**config.mk**
```make
export PLATFORM = sky130hd
export DESIGN_NAME = keypad_scanner
export DESIGN_NICKNAME = d
export VERILOG_FILES = /design/src/rtl/keypad_pkg.sv /design/src/rtl/scan_tick_gen.sv /design/src/rtl/keypad_scanner.sv
export SDC_FILE = /design/constraint.sdc
export NUM_CORES = 1
export LEC_CHECK = 0
export BUFFER_PORTS_ARGS = -buffer_cell sky130_fd_sc_hd__buf_2
export CORE_ASPECT_RATIO = 1.25
export CORE_MARGIN = 10
export CORE_UTILIZATION = 40
export CTS_CLUSTER_SIZE = 24
export DETAILED_ROUTE_END_ITERATION = 8
export PLACE_DENSITY = 0.63
export REMOVE_ABC_BUFFERS = 1
export SLEW_MARGIN = 20
export SYNTH_ARGS = -nofsm -noshare
export SYNTH_HDL_FRONTEND = slang
export SYNTH_SLANG_ARGS = --single-unit
```
**constraint.sdc**
```tcl
create_clock -name clk -period 4.29 [get_ports clk]
set_clock_uncertainty 0.15 [all_clocks]
set_input_delay 0 -clock clk [delete_from_list [all_inputs] [get_ports clk]]
set_output_delay 0 -clock clk [all_outputs]
set_load 0.02 [all_outputs]
```
**src/rtl/keypad_pkg.sv**
```systemverilog
// Shared definitions for the 4x4 keypad scanner: FSM states, row drive
// patterns, index widths and small decode helpers for the column pattern.
package keypad_pkg;

    // Row and column indices are each two bits; together they form key_code.
    localparam int ROW_W = 2;
    localparam int COL_W = 2;

    // Exactly one row line is pulled low at a time while scanning.
    localparam logic [3:0] ROW0_N    = 4'hE;
    localparam logic [3:0] ROW1_N    = 4'hD;
    localparam logic [3:0] ROW2_N    = 4'hB;
    localparam logic [3:0] ROW3_N    = 4'h7;

    // Column lines idle high through their pull-ups when no key is pressed.
    localparam logic [3:0] COLS_IDLE = 4'hF;

    typedef enum logic [1:0] {
        SCAN     = 2'd0,
        DEBOUNCE = 2'd1,
        PRESSED  = 2'd2,
        RELEASE  = 2'd3
    } keypad_state_t;

    // Active-low row drive pattern for a given row index.
    function automatic logic [3:0] rowDrive(input logic [ROW_W-1:0] idx);
        logic [3:0] drive;
        case (idx)
            2'd0:    drive = ROW0_N;
            2'd1:    drive = ROW1_N;
            2'd2:    drive = ROW2_N;
            default: drive = ROW3_N;
        endcase
        return drive;
    endfunction

    // True when exactly one column line is low, i.e. a single unambiguous key.
    function automatic logic oneLow(input logic [3:0] cols);
        logic [2:0] zeros;
        zeros = 3'd0;
        for (int i = 0; i < 4; i++) begin
            zeros = zeros + {2'b00, ~cols[i]};
        end
        return (zeros == 3'd1);
    endfunction

    // Index of the lowest-numbered low column line.
    function automatic logic [COL_W-1:0] colIndex(input logic [3:0] cols);
        logic [COL_W-1:0] idx;
        idx = '0;
        for (int i = 3; i >= 0; i--) begin
            if (!cols[i]) begin
                idx = COL_W'(i);
            end
        end
        return idx;
    endfunction

endpackage

```
**src/rtl/scan_tick_gen.sv**
```systemverilog
// Free-running scan tick divider: asserts tick for one clock out of every
// SCAN_DIV clocks. It never stops, so every FSM state sees the same cadence.
module scan_tick_gen #(
    parameter int SCAN_DIV = 1000
) (
    input  logic clk,
    input  logic rst,
    output logic tick
);

    localparam int CNT_W = (SCAN_DIV > 2) ? $clog2(SCAN_DIV) : 1;
    localparam logic [CNT_W-1:0] CNT_LAST = CNT_W'(SCAN_DIV - 1);

    logic [CNT_W-1:0] r_count;

    // Count 0..SCAN_DIV-1 and wrap; the terminal count is the tick.
    always_ff @(posedge clk or negedge rst) begin
        if (!rst) begin
            r_count <= '0;
        end else if (r_count == CNT_LAST) begin
            r_count <= '0;
        end else begin
            r_count <= r_count + CNT_W'(1);
        end
    end

    assign tick = (r_count == CNT_LAST);

endmodule

```
**src/rtl/keypad_scanner.sv**
```systemverilog
// 4x4 matrix keypad scanner with debounce on press and release.
// Rows are driven one at a time (active low); the column lines are
// synchronised and a single-key pattern must stay stable for DEBOUNCE_CNT
// scan ticks before it is accepted. Multi-key patterns are discarded.
// Optional feature: define KEYPAD_REPEAT_EN to emit an auto-repeat key_valid
// every REPEAT_TICKS scan ticks while the accepted key stays down.
module keypad_scanner
    import keypad_pkg::*;
#(
    parameter int SCAN_DIV     = 1000,
    parameter int DEBOUNCE_CNT = 16,
    parameter int REPEAT_TICKS = 500
) (
    input  logic       clk,
    input  logic       rst,
    input  logic [3:0] col_n,
    output logic [3:0] row_n,
    output logic [3:0] key_code,
    output logic       key_valid,
    output logic       key_held
);

    // Reject unusable parameter values when the design is elaborated.
    if (SCAN_DIV < 2 || SCAN_DIV > 65535 || DEBOUNCE_CNT < 1 || REPEAT_TICKS < 1) begin : g_badParams
        $error("keypad_scanner: parameter out of range");
    end

    localparam int DB_W = (DEBOUNCE_CNT > 2) ? $clog2(DEBOUNCE_CNT) : 1;
    localparam logic [DB_W-1:0] DB_LAST = DB_W'(DEBOUNCE_CNT - 1);

`ifdef KEYPAD_REPEAT_EN
    localparam int RP_W = (REPEAT_TICKS > 2) ? $clog2(REPEAT_TICKS) : 1;
    localparam logic [RP_W-1:0] RP_LAST = RP_W'(REPEAT_TICKS - 1);
    logic [RP_W-1:0] r_repCnt;
`endif

    logic [3:0]       r_colMeta;
    logic [3:0]       r_colSync;
    logic [3:0]       w_cols;
    logic             w_colsIdle;
    logic             w_tick;

    keypad_state_t    r_state;
    logic [ROW_W-1:0] r_rowIdx;
    logic [ROW_W-1:0] w_nextRowIdx;
    logic [3:0]       r_rowN;
    logic [3:0]       r_pattern;
    logic [DB_W-1:0]  r_dbCnt;
    logic [3:0]       r_keyCode;
    logic             r_keyValid;
    logic             r_keyHeld;

    scan_tick_gen #(
        .SCAN_DIV (SCAN_DIV)
    ) u_tickGen (
        .clk  (clk),
        .rst  (rst),
        .tick (w_tick)
    );

    // Two-flop synchroniser for the asynchronous column lines; idles high.
    always_ff @(posedge clk or negedge rst) begin
        if (!rst) begin
            r_colMeta <= COLS_IDLE;
            r_colSync <= COLS_IDLE;
        end else begin
            r_colMeta <= col_n;
            r_colSync <= r_colMeta;
        end
    end

    assign w_cols       = r_colSync;
    assign w_colsIdle   = (w_cols == COLS_IDLE);
    assign w_nextRowIdx = r_rowIdx + ROW_W'(1);

    // Scan/debounce/press/release controller; all decisions are taken on
    // scan ticks, and every output is a register updated here.
    always_ff @(posedge clk or negedge rst) begin
        if (!rst) begin
            r_state    <= SCAN;
            r_rowIdx   <= '0;
            r_rowN     <= ROW0_N;
            r_pattern  <= COLS_IDLE;
            r_dbCnt    <= '0;
            r_keyCode  <= '0;
            r_keyValid <= 1'b0;
            r_keyHeld  <= 1'b0;
`ifdef KEYPAD_REPEAT_EN
            r_repCnt   <= '0;
`endif
        end else begin
            r_keyValid <= 1'b0;
            if (w_tick) begin
                case (r_state)
                    SCAN: begin
                        if (!w_colsIdle) begin
                            r_pattern <= w_cols;
                            r_dbCnt   <= '0;
                            r_state   <= DEBOUNCE;
                        end else begin
                            r_rowIdx <= w_nextRowIdx;
                            r_rowN   <= rowDrive(w_nextRowIdx);
                        end
                    end

                    DEBOUNCE: begin
                        // A changed pattern (including release) or a
                        // multi-key pattern abandons this row.
                        if (w_cols != r_pattern || !oneLow(r_pattern)) begin
                            r_state  <= SCAN;
                            r_rowIdx <= w_nextRowIdx;
                            r_rowN   <= rowDrive(w_nextRowIdx);
                        end else if (r_dbCnt == DB_LAST) begin
                            r_state    <= PRESSED;
                            r_keyCode  <= {r_rowIdx, colIndex(r_pattern)};
                            r_keyValid <= 1'b1;
                            r_keyHeld  <= 1'b1;
`ifdef KEYPAD_REPEAT_EN
                            r_repCnt   <= '0;
`endif
                        end else begin
                            r_dbCnt <= r_dbCnt + DB_W'(1);
                        end
                    end

                    PRESSED: begin
                        if (w_colsIdle) begin
                            r_state <= RELEASE;
                            r_dbCnt <= '0;
                        end
`ifdef KEYPAD_REPEAT_EN
                        else if (r_repCnt == RP_LAST) begin
                            r_keyValid <= 1'b1;
                            r_repCnt   <= '0;
                        end else begin
                            r_repCnt <= r_repCnt + RP_W'(1);
                        end
`endif
                    end

                    RELEASE: begin
                        // Any low column means the key is still down: go
                        // back without reporting it again.
                        if (!w_colsIdle) begin
                            r_state <= PRESSED;
                        end else if (r_dbCnt == DB_LAST) begin
                            r_state   <= SCAN;
                            r_keyHeld <= 1'b0;
                            r_rowIdx  <= w_nextRowIdx;
                            r_rowN    <= rowDrive(w_nextRowIdx);
                        end else begin
                            r_dbCnt <= r_dbCnt + DB_W'(1);
                        end
                    end

                    default: begin
                        r_state <= SCAN;
                    end
                endcase
            end
        end
    end

    assign row_n     = r_rowN;
    assign key_code  = r_keyCode;
    assign key_valid = r_keyValid;
    assign key_held  = r_keyHeld;

endmodule

```
**Word level (Yosys, flattened, before mapping)**

Index checks and enable logic that the tools add are counted.

- Bits in registers: 40
- Bits of input ports: 6
- Output and inout bits: 10
- Word-level logic and storage cells: 93

- $add $sub $neg: 6
- Equality and inequality tests: 20
- Muxes and demuxes: 38
- Bitwise operators: 6
- Reductions and logical operators: 12

Operators by type and width:

| operator | number |
|---|---|
| two-way mux 4 bit | 9 |
| two-way mux 2 bit | 14 |
| case mux 4 bit (3 select lines) | 2 |
| != test 2 bit (second input constant) | 8 |
| case mux 4 bit (4 select lines) | 1 |
| AND reduction 6 bit | 2 |
| adder 10 x 1 -> 10 bit (second input constant) | 1 |
| == test 10 bit (second input constant) | 1 |
| two-way mux 10 bit | 1 |
| AND reduction 5 bit | 2 |
| == test 4 bit (second input constant) | 2 |
| two-way mux 1 bit | 8 |
| case mux 2 bit (4 select lines) | 1 |
| == test 2 bit (second input constant) | 3 |
| != test 3 bit (second input constant) | 2 |
| inverter 1 bit | 6 |
| case mux 2 bit (3 select lines) | 1 |
| adder 4 x 1 -> 4 bit (second input constant) | 1 |
| == test 2 x 1 -> 1 bit (second input constant) | 2 |
| logical NOT 2 bit | 2 |
| != test 4 bit | 1 |
| AND reduction 4 bit | 1 |
| adder 2 x 1 -> 3 bit | 1 |
| adder 3 x 1 -> 3 bit | 1 |
| 9 further kinds | 9 |

**Depth between registers and ports, before layout**

- Depth in word-level cells: 10
- Depth in mapped cells: 9
- Gate-level depth less buffers: 9

**By module**

A second synthesis with hierarchy kept.

- Cells, all modules: 166
- Area, all modules: 1995.7 µm²

Modules (own cells, without submodules):

| module | times used | cells an instance | area an instance (µm²) | sequential area each (µm²) |
|---|---|---|---|---|
| keypad_scanner | 1 | 122 | 1501.4 | 769.5 |
| scan_tick_gen | 1 | 44 | 494.2 | 250.2 |

**Worst setup path after synthesis**

Ideal clock, no wire load.

- Path kind: flip-flop to flip-flop
- From: register r_pattern[1]
- To: register r_dbCnt[0]
- Library setup time: 0.128 ns
- Data arrival time: 2.405 ns
- Required time: 4.012 ns
- Path slack: 1.608 ns
- Cell stages (with the launch flop): 10
- Path buffers: 0
- Period minus slack after synthesis: 2.682 ns
- Path through: dfstp_2 fa_1 inv_1 ha_1 ha_1 nor2_1 nand3_1 o21ba_2 nor4b_4 mux2_1

- Cells in the longest elaborated chain, start to end: 9
- Elaborated cells on any way between the ends: 10
- Those cells by class: add/sub (3); eq/ne (3); bitwise (1); reduce/logical (3)

Ends and longest elaborated chain:

| element | RTL line | text |
|---|---|---|
| start, declared | keypad_scanner.sv:47 | `logic [3:0] r_pattern;` |
| start signal, assigned | keypad_scanner.sv:97 | `r_pattern <= w_cols;` |
| inverter 1 bit | keypad_pkg.sv:42 | `zeros = zeros + {2'b00, ~cols[i]};` |
| adder 1 x 1 -> 2 bit | keypad_pkg.sv:42 |  |
| adder 2 x 1 -> 3 bit | keypad_pkg.sv:42 |  |
| adder 3 x 1 -> 3 bit | keypad_pkg.sv:42 |  |
| == test 3 x 1 -> 1 bit | keypad_pkg.sv:44 | `return (zeros == 3'd1);` |
| logical NOT 1 bit | keypad_scanner.sv:109 | `if (w_cols != r_pattern \|\| !oneLow(r_pattern)) begin` |
| logical OR 1 bit * | keypad_scanner.sv:109 |  |
| != test 2 bit (no line) * | n/a |  |
| AND reduction 5 bit (no line) * | n/a |  |
| end signal, assigned | keypad_scanner.sv:122 | `r_dbCnt <= r_dbCnt + DB_W'(1);` |
| end signal, assigned | keypad_scanner.sv:152 | `r_dbCnt <= r_dbCnt + DB_W'(1);` |
| end, declared | keypad_scanner.sv:48 | `logic [DB_W-1:0] r_dbCnt;` |

Mark *: on every way between the ends. The rest lies on a longest branch, timed or not.
A chain may end at the register's enable or synchronous reset.

**Worst setup path in the final report**

- From: register r_pattern[1]
- To: register r_keyCode[3], in the netlist key_code[3]

- Cells in the longest elaborated chain, start to end: 9
- Elaborated cells on any way between the ends: 10
- Those cells by class: add/sub (3); eq/ne (2); bitwise (2); reduce/logical (3)

Ends and longest elaborated chain:

| element | RTL line | text |
|---|---|---|
| inverter 1 bit | keypad_pkg.sv:42 |  |
| adder 1 x 1 -> 2 bit | keypad_pkg.sv:42 |  |
| adder 2 x 1 -> 3 bit | keypad_pkg.sv:42 |  |
| adder 3 x 1 -> 3 bit | keypad_pkg.sv:42 |  |
| == test 3 x 1 -> 1 bit | keypad_pkg.sv:44 |  |
| logical NOT 1 bit | keypad_scanner.sv:109 |  |
| logical OR 1 bit * | keypad_scanner.sv:109 |  |
| inverter 1 bit (no line) * | n/a |  |
| AND reduction 4 bit (no line) * | n/a |  |
| end signal, assigned | keypad_scanner.sv:115 | `r_keyCode <= {r_rowIdx, colIndex(r_pattern)};` |
| end, declared | keypad_scanner.sv:49 | `logic [3:0] r_keyCode;` |

Marks and branches as above.

==> results by stage <==
Logic synthesis:
- The flop and latch count out of synthesis is 40.
- Of the total synthesized cell area, the portion taken by XOR and XNOR cells is 0.0543.
- The adder and majority gate portion of the synthesized area is 0.0621.
- The count of different cell masters after synthesis is 38.
- The post-synthesis cell area is 1940 µm².
- Averaged over all synthesized cells, the footprint is 11.7 µm².
- Of the post-synthesis cell area, the part taken by muxes is 0.0834.
- Synthesis produced 166 cells.
- For this run, the register share of the synthesized area comes to 0.527.
- By area, the combinational part of the netlist is dominated by simple AND/OR/NAND/NOR gates.
- Yosys printed 0 warnings.
- The post-synthesis compound-gate area fraction is 0.0730.
- Of the total synthesized cell area, the portion taken by AND, OR, NAND and NOR gates is 0.167.

Clock tree:
- The number of setup buffers added after CTS is 0.
- The number of gates resized after cts is 0.
- The CTS clock-pin slew for the worst setup and hold paths is 0.08 ns.
- For the worst-skew pair, the clock arrives at the later sink with an insertion delay of 0.30 ns.
- The CTS tree is yes.
- The H-tree depth is 2.
- The library cell used as clock root buffer is clkbuf_8.
- Counting the buffers created by CTS gives 5.
- The clock sink count is 40.
- The post-cts hold buffer count is 5.
- The longest clock path from root to sink contains 2 buffers.

Floorplanning:
- The cell row count is 28.
- The floorplan step set the die width to 82.2 µm.
- The total I/O pin count is 16.
- The die covers 8040 µm².
- In this run the standard cell core region covers 4730 µm².
- The die height is 97.8 µm.
- The initial core utilization is 0.409.

Run:
- The number of maximum-capacitance constraint violations is 0.

Worst setup path:
- The data arrival time of the worst path is 2.90 ns.
- Along the worst path, the maximum fanout reaches 5.
- The worst setup path is launched from a register.
- The slowest cell on the critical path is dfstp_2.
- The worst setup path is of the register to register kind.
- Traced cell by cell, the critical path runs through fa_1 -> inv_1 -> ha_1 -> ha_1 -> nor2_1 -> nand3_1 -> nor3_2 -> nand3_1 -> mux2_2.
- The largest single stage delay on the critical path is 0.59 ns.
- The worst path buffer plus inverter count is 1.
- The family with the most delay on the worst path is adder cells.
- STA classifies the critical path endpoint as a register.
- The required arrival time at the worst endpoint is 4.33 ns.

Power:
- For this design the total switching power over the nets is 0.000149 W.
- The worst-case IR drop observed on VDD is 0.215 mV.
- The internal power of the cells totals 0.000542 W.
- The share of power burned in combinational logic is 0.024.
- The share of total power dissipated in sequential elements is 0.559.
- The switching power share of the total is 0.216.
- The power density of the placed cells is 309 nW/µm².
- Overall power consumption after layout is estimated at 0.000691 W.
- For this design the static power due to leakage is 1.01 nW.
- The power share of the clock group is 0.418.

Final layout:
- In the final layout, the multi-input gates occupy 852 µm².
- The library cells used most frequently in the layout, excluding fill and tap cells, are dfrtp_1 (25), inv_1 (15), buf_2 (15), dfstp_2 (15), nor2_1 (13).
- From synthesis to final layout, the design area changed by 15.6%.
- In the final layout, the share of cells above drive strength 1 is 0.292.
- The net count of the finished layout is 206.
- The number of diodes added for antenna fixing is 0.
- The core occupancy in the finished layout is 0.473.
- Counting the fill cells in the layout gives 433.
- The library cell used most frequently in the layout, excluding fill and tap cells, is dfrtp_1.
- The sequential cell area in the final layout is 1020 µm².

STA:
- Across all hold checks on the routed design, the worst slack comes to 0.196 ns.
- The final number of max-transition violations is 0.
- At the pin with the least slew margin, the transition time is 0.850 ns.
- The final count of hold timing violations is 0.
- Setup repair after global routing left no endpoint under its margin.
- The portion of the clock cycle consumed by the worst path in the final layout is 0.667.
- The worst-case setup margin in the final layout is 1.43 ns.
- Counting I/O delays and the setup requirement, the final critical path takes 2.86 ns.
- The relative max-transition margin is 0.433.
- The final-report setup violation count is 0.
- The summed negative setup slack over all endpoints is 0 ns.
- For this run, the top clock speed supported by timing is 350 MHz.

Placement:
- In this run the tool buffered the top-level ports with 15 buffer cells.
- After legalization and detailed placement, the total HPWL measured 2550 µm.
- The pre-CTS setup slack is 1.43 ns.
- The final weighted congestion in routability-driven placement is 0.802.

Drt:
- The first TritonRoute pass finished after 4 iterations.
- For this block, the via count after detailed routing is 1,286.
- The routed design has 3450 µm of wire.
- The number of nets with antenna violations after routing is 0.
- The detail-routed net length per standard cell is 13.7 µm.
- The detailed router finished its first iteration with 38 violations.
- Dividing the detail-routed via count by the number of cells gives 5.10.
- The DRC violations left is 0.

Global routing:
- Entering global routing, the biggest net connects 41 pins.
- The global-route wire length before repair is 6040 µm.
- The overall track demand over capacity in global routing is 0.0950.
- The number of global-route vias before repair is 1,310.
- The overflow left after global routing is 0.
- The number of antenna violations at the first check in global routing is 0.

Hold path:
- The worst min-delay path class is input pin to asynchronous set/reset pin.

Status:
- The flow ran to the end, and the final reports show no timing, DRC or antenna violations.
registers in the layout, summed over array words and instances (netlist names):
name               cells
r_colMeta              4
key_held               1
r_rowIdx               2
key_code               4
r_dbCnt                4
r_pattern              4
u_tickGen.r_count     10
row_n                  4
key_valid              1
r_state                2
r_colSync              4
power by group through the flow:
stage | Sequential, W | Clock [W] | Combinational [W]
after floorplan | 0.000393 | 0 | 0.00000340
after global routing | 0.000387 | 0.000316 | 0.0000189
after detailed placement | 0.000393 | 0 | 0.0000135
final | 0.000386 | 0.000289 | 0.0000163
after global placement | 0.000393 | 0 | 0.0000130
after CTS | 0.000386 | 0.000298 | 0.0000169
synth_stat cells, drive strengths merged:
cell type	count	area share
o21bai	1	0.0039
nor4	1	0.011
nand4	3	0.013
mux2	9	0.052
o31ai	4	0.016
a22o	1	0.0045
a31oi	1	0.0032
fa	1	0.010
xnor2	10	0.045
o221ai	1	0.0045
nor2b	2	0.0065
a21oi	5	0.013
nor2	13	0.025
o21ai	6	0.016
nand2	10	0.021
nor3	3	0.016
o21a	1	0.0039
nand3	10	0.026
mux2i	6	0.031
dfstp	15	0.20
ha	8	0.052
and3	2	0.0065
xor2	2	0.0091
o211ai	1	0.0039
dfrtp	25	0.32
or3b	1	0.0045
clkbuf	2	0.0039
nor4b	2	0.025
o21ba	1	0.0052
inv	15	0.029
nand2b	2	0.0065
nand3b	1	0.0039
or2	1	0.0032
per-stage QoR:
stage	std cells	area [µm²]
5_1_grt	252	2240
3_3_place_gp	239	2080
2_1_floorplan	164	1930
4_1_cts	252	2240
3_5_place_dp	239	2080
6_report	252	2240
layer usage:
metal,vias up,wire length (µm),GRT usage
li1,624,-,-
met1,639,1470,0.111
met2,18,1810,0.153
met3,5,109,0.0312
met4,0,58,0.0394
met5,-,0,0
path summary, 6_finish.rpt:
path | cells past startpoint | end | slack (ns) | start
max | 9 | key_code[3]$_DFFE_PN0P_ | 1.43 | r_pattern[1]$_DFFE_PN1P_
min | 2 | u_tickGen.r_count[0]$_DFF_PN0_ | 0.20 | rst
max reg2reg | 9 | key_code[3]$_DFFE_PN0P_ | 1.43 | r_pattern[1]$_DFFE_PN1P_
min reg2reg | 0 | r_colSync[1]$_DFF_PN1_ | 0.21 | r_colMeta[1]$_DFF_PN1_
max in group asynchronous | 2 | key_code[1]$_DFFE_PN0P_ | 3.26 | rst
min in group clk | 2 | r_colMeta[1]$_DFF_PN1_ | 0.20 | col_n[1]
cell type report:
cell class	count	share of cell area
Clock buffer	6	0.0419
Clock inverter	2	0.00727
Sequential cell	40	0.456
Timing Repair Buffer	20	0.0559
Tap cell	60	0.0335
Multi-Input combinational cell	109	0.381
Inverter	15	0.0252
kinds of logic after synthesis:
| logic type | count (synthesis) |
|---|---|
| muxes | 15 |
| buffers and inverters | 17 |
| xor gates and xnor gates | 12 |
| adders and majority gates | 9 |
| and+or+nand+nor | 51 |
| AOI/OAI and AO/OA | 22 |
| DFF | 40 |
Note: power is estimated with default switching activity, not from simulation.
